## src/rtl/digit_chaser_pkg.sv

```systemverilog
// Shared definitions for the digit chaser: FSM state encoding and
// direction constants used by the top level and the bench.
package digit_chaser_pkg;

    // Chaser FSM states (2-bit encoding)
    typedef enum logic [1:0] {
        ST_IDLE  = 2'd0,
        ST_RUN   = 2'd1,
        ST_PAUSE = 2'd2
    } chase_state_t;

    // Direction encoding shared by the dir input and the bounce direction
    localparam logic DIR_UP = 1'b0;
    localparam logic DIR_DN = 1'b1;

endpackage : digit_chaser_pkg

```

## src/rtl/digit_chaser_onehot_decoder.sv

```systemverilog
// Binary index to one-hot select decoder with an enable; all zero when
// disabled. Indices beyond NUM_DIGITS-1 decode to all zero.
module onehot_decoder #(
    parameter int NUM_DIGITS = 4,
    parameter int IDX_W      = $clog2(NUM_DIGITS)
) (
    input  logic [IDX_W-1:0]      sel,
    input  logic                  en,
    output logic [NUM_DIGITS-1:0] onehot
);

    // Compare the index against every position so no out-of-range write occurs
    always_comb begin
        onehot = '0;
        for (int i = 0; i < NUM_DIGITS; i++) begin
            onehot[i] = en && (sel == IDX_W'(i));
        end
    end

endmodule : onehot_decoder

```

## src/rtl/digit_chaser.sv

```systemverilog
// One-hot position sequencer for the display select lines. A single lit
// position walks across NUM_DIGITS positions while run is held, in
// circular or ping-pong mode, with pause, an end-of-sweep pulse and a
// saturating sweep counter.
//
// Handshake: there is none; run/hold/dir/bounce are level controls sampled
// on every rising clk5Hz edge, and every output is either a register or a
// decode of registered state, so no input reaches an output combinationally.
module digit_chaser
    import digit_chaser_pkg::*;
#(
    parameter int NUM_DIGITS = 4,
    parameter int CNT_W      = 8,
    parameter int IDX_W      = $clog2(NUM_DIGITS)
) (
    input  logic                  clk5Hz,
    input  logic                  reset_n,
    input  logic                  run,
    input  logic                  hold,
    input  logic                  dir,
    input  logic                  bounce,
    output logic [NUM_DIGITS-1:0] z,
    output logic [IDX_W-1:0]      idx,
    output logic                  active,
    output logic                  wrap,
    output logic [CNT_W-1:0]      sweeps
);

    localparam logic [IDX_W-1:0] LAST = IDX_W'(NUM_DIGITS - 1);

    chase_state_t     state;
    chase_state_t     state_nxt;
    logic             bdir;

    // Candidate result of one step from the current position
    logic             eff_dir;
    logic [IDX_W-1:0] step_idx;
    logic             step_wrap;
    logic             step_bdir;

    // State register
    always_ff @(posedge clk5Hz) begin
        if (!reset_n) begin
            state <= ST_IDLE;
        end else begin
            state <= state_nxt;
        end
    end

    // Next-state: run=0 beats hold, hold beats stepping
    always_comb begin
        state_nxt = state;
        case (state)
            ST_IDLE: begin
                if (run) state_nxt = ST_RUN;
            end
            ST_RUN, ST_PAUSE: begin
                if (!run)      state_nxt = ST_IDLE;
                else if (hold) state_nxt = ST_PAUSE;
                else           state_nxt = ST_RUN;
            end
            default: state_nxt = ST_IDLE;
        endcase
    end

    // Outputs decoded from the registered state only
    always_comb begin
        active = (state != ST_IDLE);
    end

    // Step arithmetic: circular follows dir directly, bounce follows bdir and
    // turns around at the ends (an outward-pointing bdir at an end, possible
    // right after switching into bounce, is turned inward first)
    always_comb begin
        eff_dir   = bdir;
        step_idx  = idx;
        step_wrap = 1'b0;
        step_bdir = bdir;
        if (!bounce) begin
            if (dir == DIR_UP) begin
                step_wrap = (idx == LAST);
                step_idx  = step_wrap ? '0 : idx + 1'b1;
            end else begin
                step_wrap = (idx == '0);
                step_idx  = step_wrap ? LAST : idx - 1'b1;
            end
            step_bdir = dir;
        end else begin
            if (idx == LAST && bdir == DIR_UP)
                eff_dir = DIR_DN;
            else if (idx == '0 && bdir == DIR_DN)
                eff_dir = DIR_UP;
            step_idx  = (eff_dir == DIR_UP) ? idx + 1'b1 : idx - 1'b1;
            step_wrap = (step_idx == '0) || (step_idx == LAST);
            step_bdir = step_wrap ? ~eff_dir : eff_dir;
        end
    end

    // Position, bounce direction, wrap pulse and saturating sweep counter
    always_ff @(posedge clk5Hz) begin
        if (!reset_n) begin
            idx    <= '0;
            bdir   <= DIR_UP;
            wrap   <= 1'b0;
            sweeps <= '0;
        end else begin
            wrap <= 1'b0;
            case (state)
                ST_IDLE: begin
                    if (run) begin
                        idx  <= (dir == DIR_DN) ? LAST : '0;
                        bdir <= dir;
                    end else begin
                        idx <= '0;
                    end
                end
                default: begin
                    if (!run) begin
                        idx <= '0;
                    end else if (!hold) begin
                        idx  <= step_idx;
                        bdir <= step_bdir;
                        wrap <= step_wrap;
                        if (step_wrap && sweeps != {CNT_W{1'b1}})
                            sweeps <= sweeps + 1'b1;
                    end
                end
            endcase
            // Outside bounce mode bdir shadows dir so bounce starts the right way
            if (!bounce) bdir <= dir;
        end
    end

    onehot_decoder #(
        .NUM_DIGITS (NUM_DIGITS),
        .IDX_W      (IDX_W)
    ) u_decoder (
        .sel    (idx),
        .en     (active),
        .onehot (z)
    );

endmodule : digit_chaser

```

## config.mk

```make
export PLATFORM = sky130hd
export DESIGN_NAME = digit_chaser
export DESIGN_NICKNAME = d
export VERILOG_FILES = /design/src/rtl/digit_chaser_pkg.sv /design/src/rtl/digit_chaser_onehot_decoder.sv /design/src/rtl/digit_chaser.sv
export SDC_FILE = /design/constraint.sdc
export NUM_CORES = 1
export LEC_CHECK = 0
export CAP_MARGIN = 10
export CORE_MARGIN = 2
export CORE_UTILIZATION = 40
export CTS_BUF_LIST = sky130_fd_sc_hd__clkbuf_8
export CTS_CLUSTER_DIAMETER = 120
export DETAILED_ROUTE_END_ITERATION = 12
export PLACE_DENSITY = 0.69
export SYNTH_ARGS = -nofsm -noshare
export SYNTH_HDL_FRONTEND = slang
export SYNTH_SLANG_ARGS = --single-unit
```

## constraint.sdc

```tcl
create_clock -name clk5Hz -period 2.1 [get_ports clk5Hz]
set_clock_uncertainty 0.05 [all_clocks]
set_input_delay 0.21 -clock clk5Hz [delete_from_list [all_inputs] [get_ports clk5Hz]]
set_output_delay 0.21 -clock clk5Hz [all_outputs]
set_load 0.005 [all_outputs]
```

==> flow_summary.json <==
{
  "pin_count": 22,
  "ir_worst_vdd_v": 0.000368,
  "hold_class": "reg -> reg",
  "worstPathArrival_ns": 2.12,
  "die_h_um": 52.9,
  "critPathRequiredTime_ns": 2.22,
  "synth_warnings": 0,
  "floorplan.initialDensity_pct": 42.9,
  "cts_buffers": 3,
  "cts_tree": "done",
  "cp_cell_sequence": "inv_1 > ha_4 > xor2_2 > nand3_1 > and3_4 > or4_1 > a21oi_1",
  "rows": 17,
  "power_density_mw_per_mm2": 481,
  "setup.worst_path.start_class": "register",
  "dieWidth_um": 52.9,
  "slowest_delay_ns": 0.46,
  "vias": 934,
  "seqPwrFrac_pct": 42.4,
  "grt_overflow": 0,
  "wl_per_cell_um": 12.7,
  "clockRootBuffer": "clkbuf_8",
  "fin_cells": 178,
  "dieArea_mm2": 0.00280,
  "critPathSlowestCell": "or4_1",
  "period_minus_slack_ns": 2.00,
  "drt_wl_total_um": 2250,
  "areaGrowthSynthToFinish_pct": 42.1,
  "antenna_found_initial": 0,
  "drtIter0Drc": 22,
  "netlist_area_um2": 957,
  "n_antenna_cell": 0,
  "firstDrtPassIters": 4,
  "drive_gt1_share_pct": 18.7,
  "post-route-drc-count": 0,
  "vias_per_cell": 5.25,
  "clk_latency_ns": 0.25,
  "core_area_mm2": 0.00223,
  "synthCells": 116,
  "power_frac_clock_pct": 33.9,
  "synth_area_per_cell_um2": 8.25,
  "p_sw_uw": 174,
  "preCtsSetupSlack_ns": 0.00552,
  "slew_violations": 0,
  "clkSlewWorstSetupHoldPaths_ns": 0.06,
  "setup_violations": 0,
  "yosysUniqueCellTypes": 35,
  "async_reset_ff_share_pct": 0,
  "setup.worst_path.end_class": "register",
  "gp_congestion": 0.793,
  "grt_pass1_vias": 899,
  "hpwlAfterDp_um": 1750,
  "status": "finished clean",
  "worst_pin_slew_ns": 0.318,
  "layout_commonest_cell": "clkdlybuf4s50_1",
  "synth_fp_nets": 131,
  "slew_headroom_pct": 78.5,
  "synthFlopType": "dfxtp_1",
  "power_leakage_uw": 0.000522,
  "hold_viol_final": 0,
  "portBuffers": 21,
  "grt_pass1_wl_um": 3790,
  "whs_ns": 0.454,
  "final.period_utilization_pct": 95.2,
  "mostFrequentLayoutCells": "21 x clkdlybuf4s50_1, 13 x nand2_1, 12 x dfxtp_1, 12 x buf_4, 10 x a21oi_1",
  "drv_cap": 0,
  "ctsHoldBuffers": 0,
  "post_cts_buffers": 0,
  "max_freq_mhz": 500,
  "clock-sinks": 14,
  "worst_slack_ns": 0.101,
  "nets": 166,
  "synth_edf_count": 0,
  "finalPower_uw": 654,
  "p_comb_share_pct": 23.7,
  "cts_buffer_depth": 2,
  "intPower_uw": 480,
  "critical_path_class": "reg -> reg",
  "dp_cells": 174,
  "h-tree-depth": 1,
  "track_usage_pct": 18.5,
  "grt_max_degree": 12,
  "switching_share_pct": 26.6,
  "setup_tns_ns": 0,
  "path_max_fanout": 10,
  "yosysSeqAreaShare_pct": 29.3,
  "drtAntennaViolNets": 0,
  "ys_seq_elements": 14
}
-- sequential cells by signal, indices dropped and copies added, names as in the netlist --
register,cells
state,2
sweeps,8
idx,2
bdir,1
wrap,1
-- critical path: cells and delay by family, from the launching register on --
family	cells	cell delay (ns)
and+or+nand+nor	3	0.81
AOI/OAI and AO/OA	1	0.14
xor gates and xnor gates	1	0.19
buffers and inverters	1	0.10
DFF	1	0.34
adders and majority gates	1	0.30
-- per-stage QoR --
stage                     util [%]  area, µm²
final                         60.9       1360
after global routing          60.9       1360
after CTS                     60.2       1340
after detailed placement      58.2       1300
after global placement        58.2       1300
after floorplan                  -        982
-- path summary, 6_finish.rpt --
path,startpoint,end,slack (ns),cells past startpoint
worst min-delay path,sweeps[1]$_SDFFE_PN0P_,sweeps[1]$_SDFFE_PN0P_,0.45,2
worst min register to register,sweeps[1]$_SDFFE_PN0P_,sweeps[1]$_SDFFE_PN0P_,0.45,2
worst max-delay path,idx[0]$_SDFFE_PN0P_,sweeps[5]$_SDFFE_PN0P_,0.10,7
worst max register to register,idx[0]$_SDFFE_PN0P_,sweeps[5]$_SDFFE_PN0P_,0.10,7
-- power groups by stage --
stage / logic [µW] / registers [µW] / clock network [µW]
2_1_floorplan: 89.0 / 285 / 0
3_3_place_gp: 146 / 283 / 0
3_5_place_dp: 149 / 283 / 0
4_1_cts: 150 / 277 / 230
5_1_grt: 173 / 278 / 240
6_report: 155 / 277 / 222
-- cell usage after synthesis, drive strengths merged, types with 2 or more instances --
library cell  instances  share of area, %
ha                    9                12
mux2i                 4               4.2
o21ai                 7               4.1
nand2b                4               2.6
nor3                  4               2.1
nand4b                3               2.7
a21oi                10               5.2
inv                   7               2.7
nor2b                 5               3.3
or3                   3               2.6
dfxtp                14                29
nand2                13               5.1
nand3                 3               1.6
xor2                  4               3.7
nor2                  4               1.6
clkbuf                2              0.78
and3                  2               1.3
or4                   2               1.6
o31ai                 2               1.6
a31oi                 2               1.3
-- layout make-up --
type | instances | area (µm²)
sequential | 14 | 285
tap | 28 | 35.0
clock inverter | 1 | 3.75
clock buffer | 3 | 41.3
timing repair buffer | 33 | 300
inverter | 7 | 26.3
fill | 204 | 873
multi-input combinational | 92 | 668
-- metal layers --
metal | part of all wire (%) | global-route usage, %
met5 | 0 | 0
met3 | 4.8 | 5.08
met4 | 0.62 | 3.85
met1 | 44 | 21.5
met2 | 50 | 33.5
-- cells by family after synthesis --
family / Yosys count / share of synthesized area, %
compound gates: 25 / 15.7
xor+xnor: 5 / 4.57
fa+ha+maj: 9 / 11.8
buf+inv: 10 / 4.71
flops: 14 / 29.3
mux: 5 / 5.36
simple gates: 48 / 28.6
-- timing repair --
item	CTS	global route
gates resized for setup	0	5
setup endpoints to repair	0	6
hold endpoints to repair	0	0
Power figures use the tool's default switching activity.
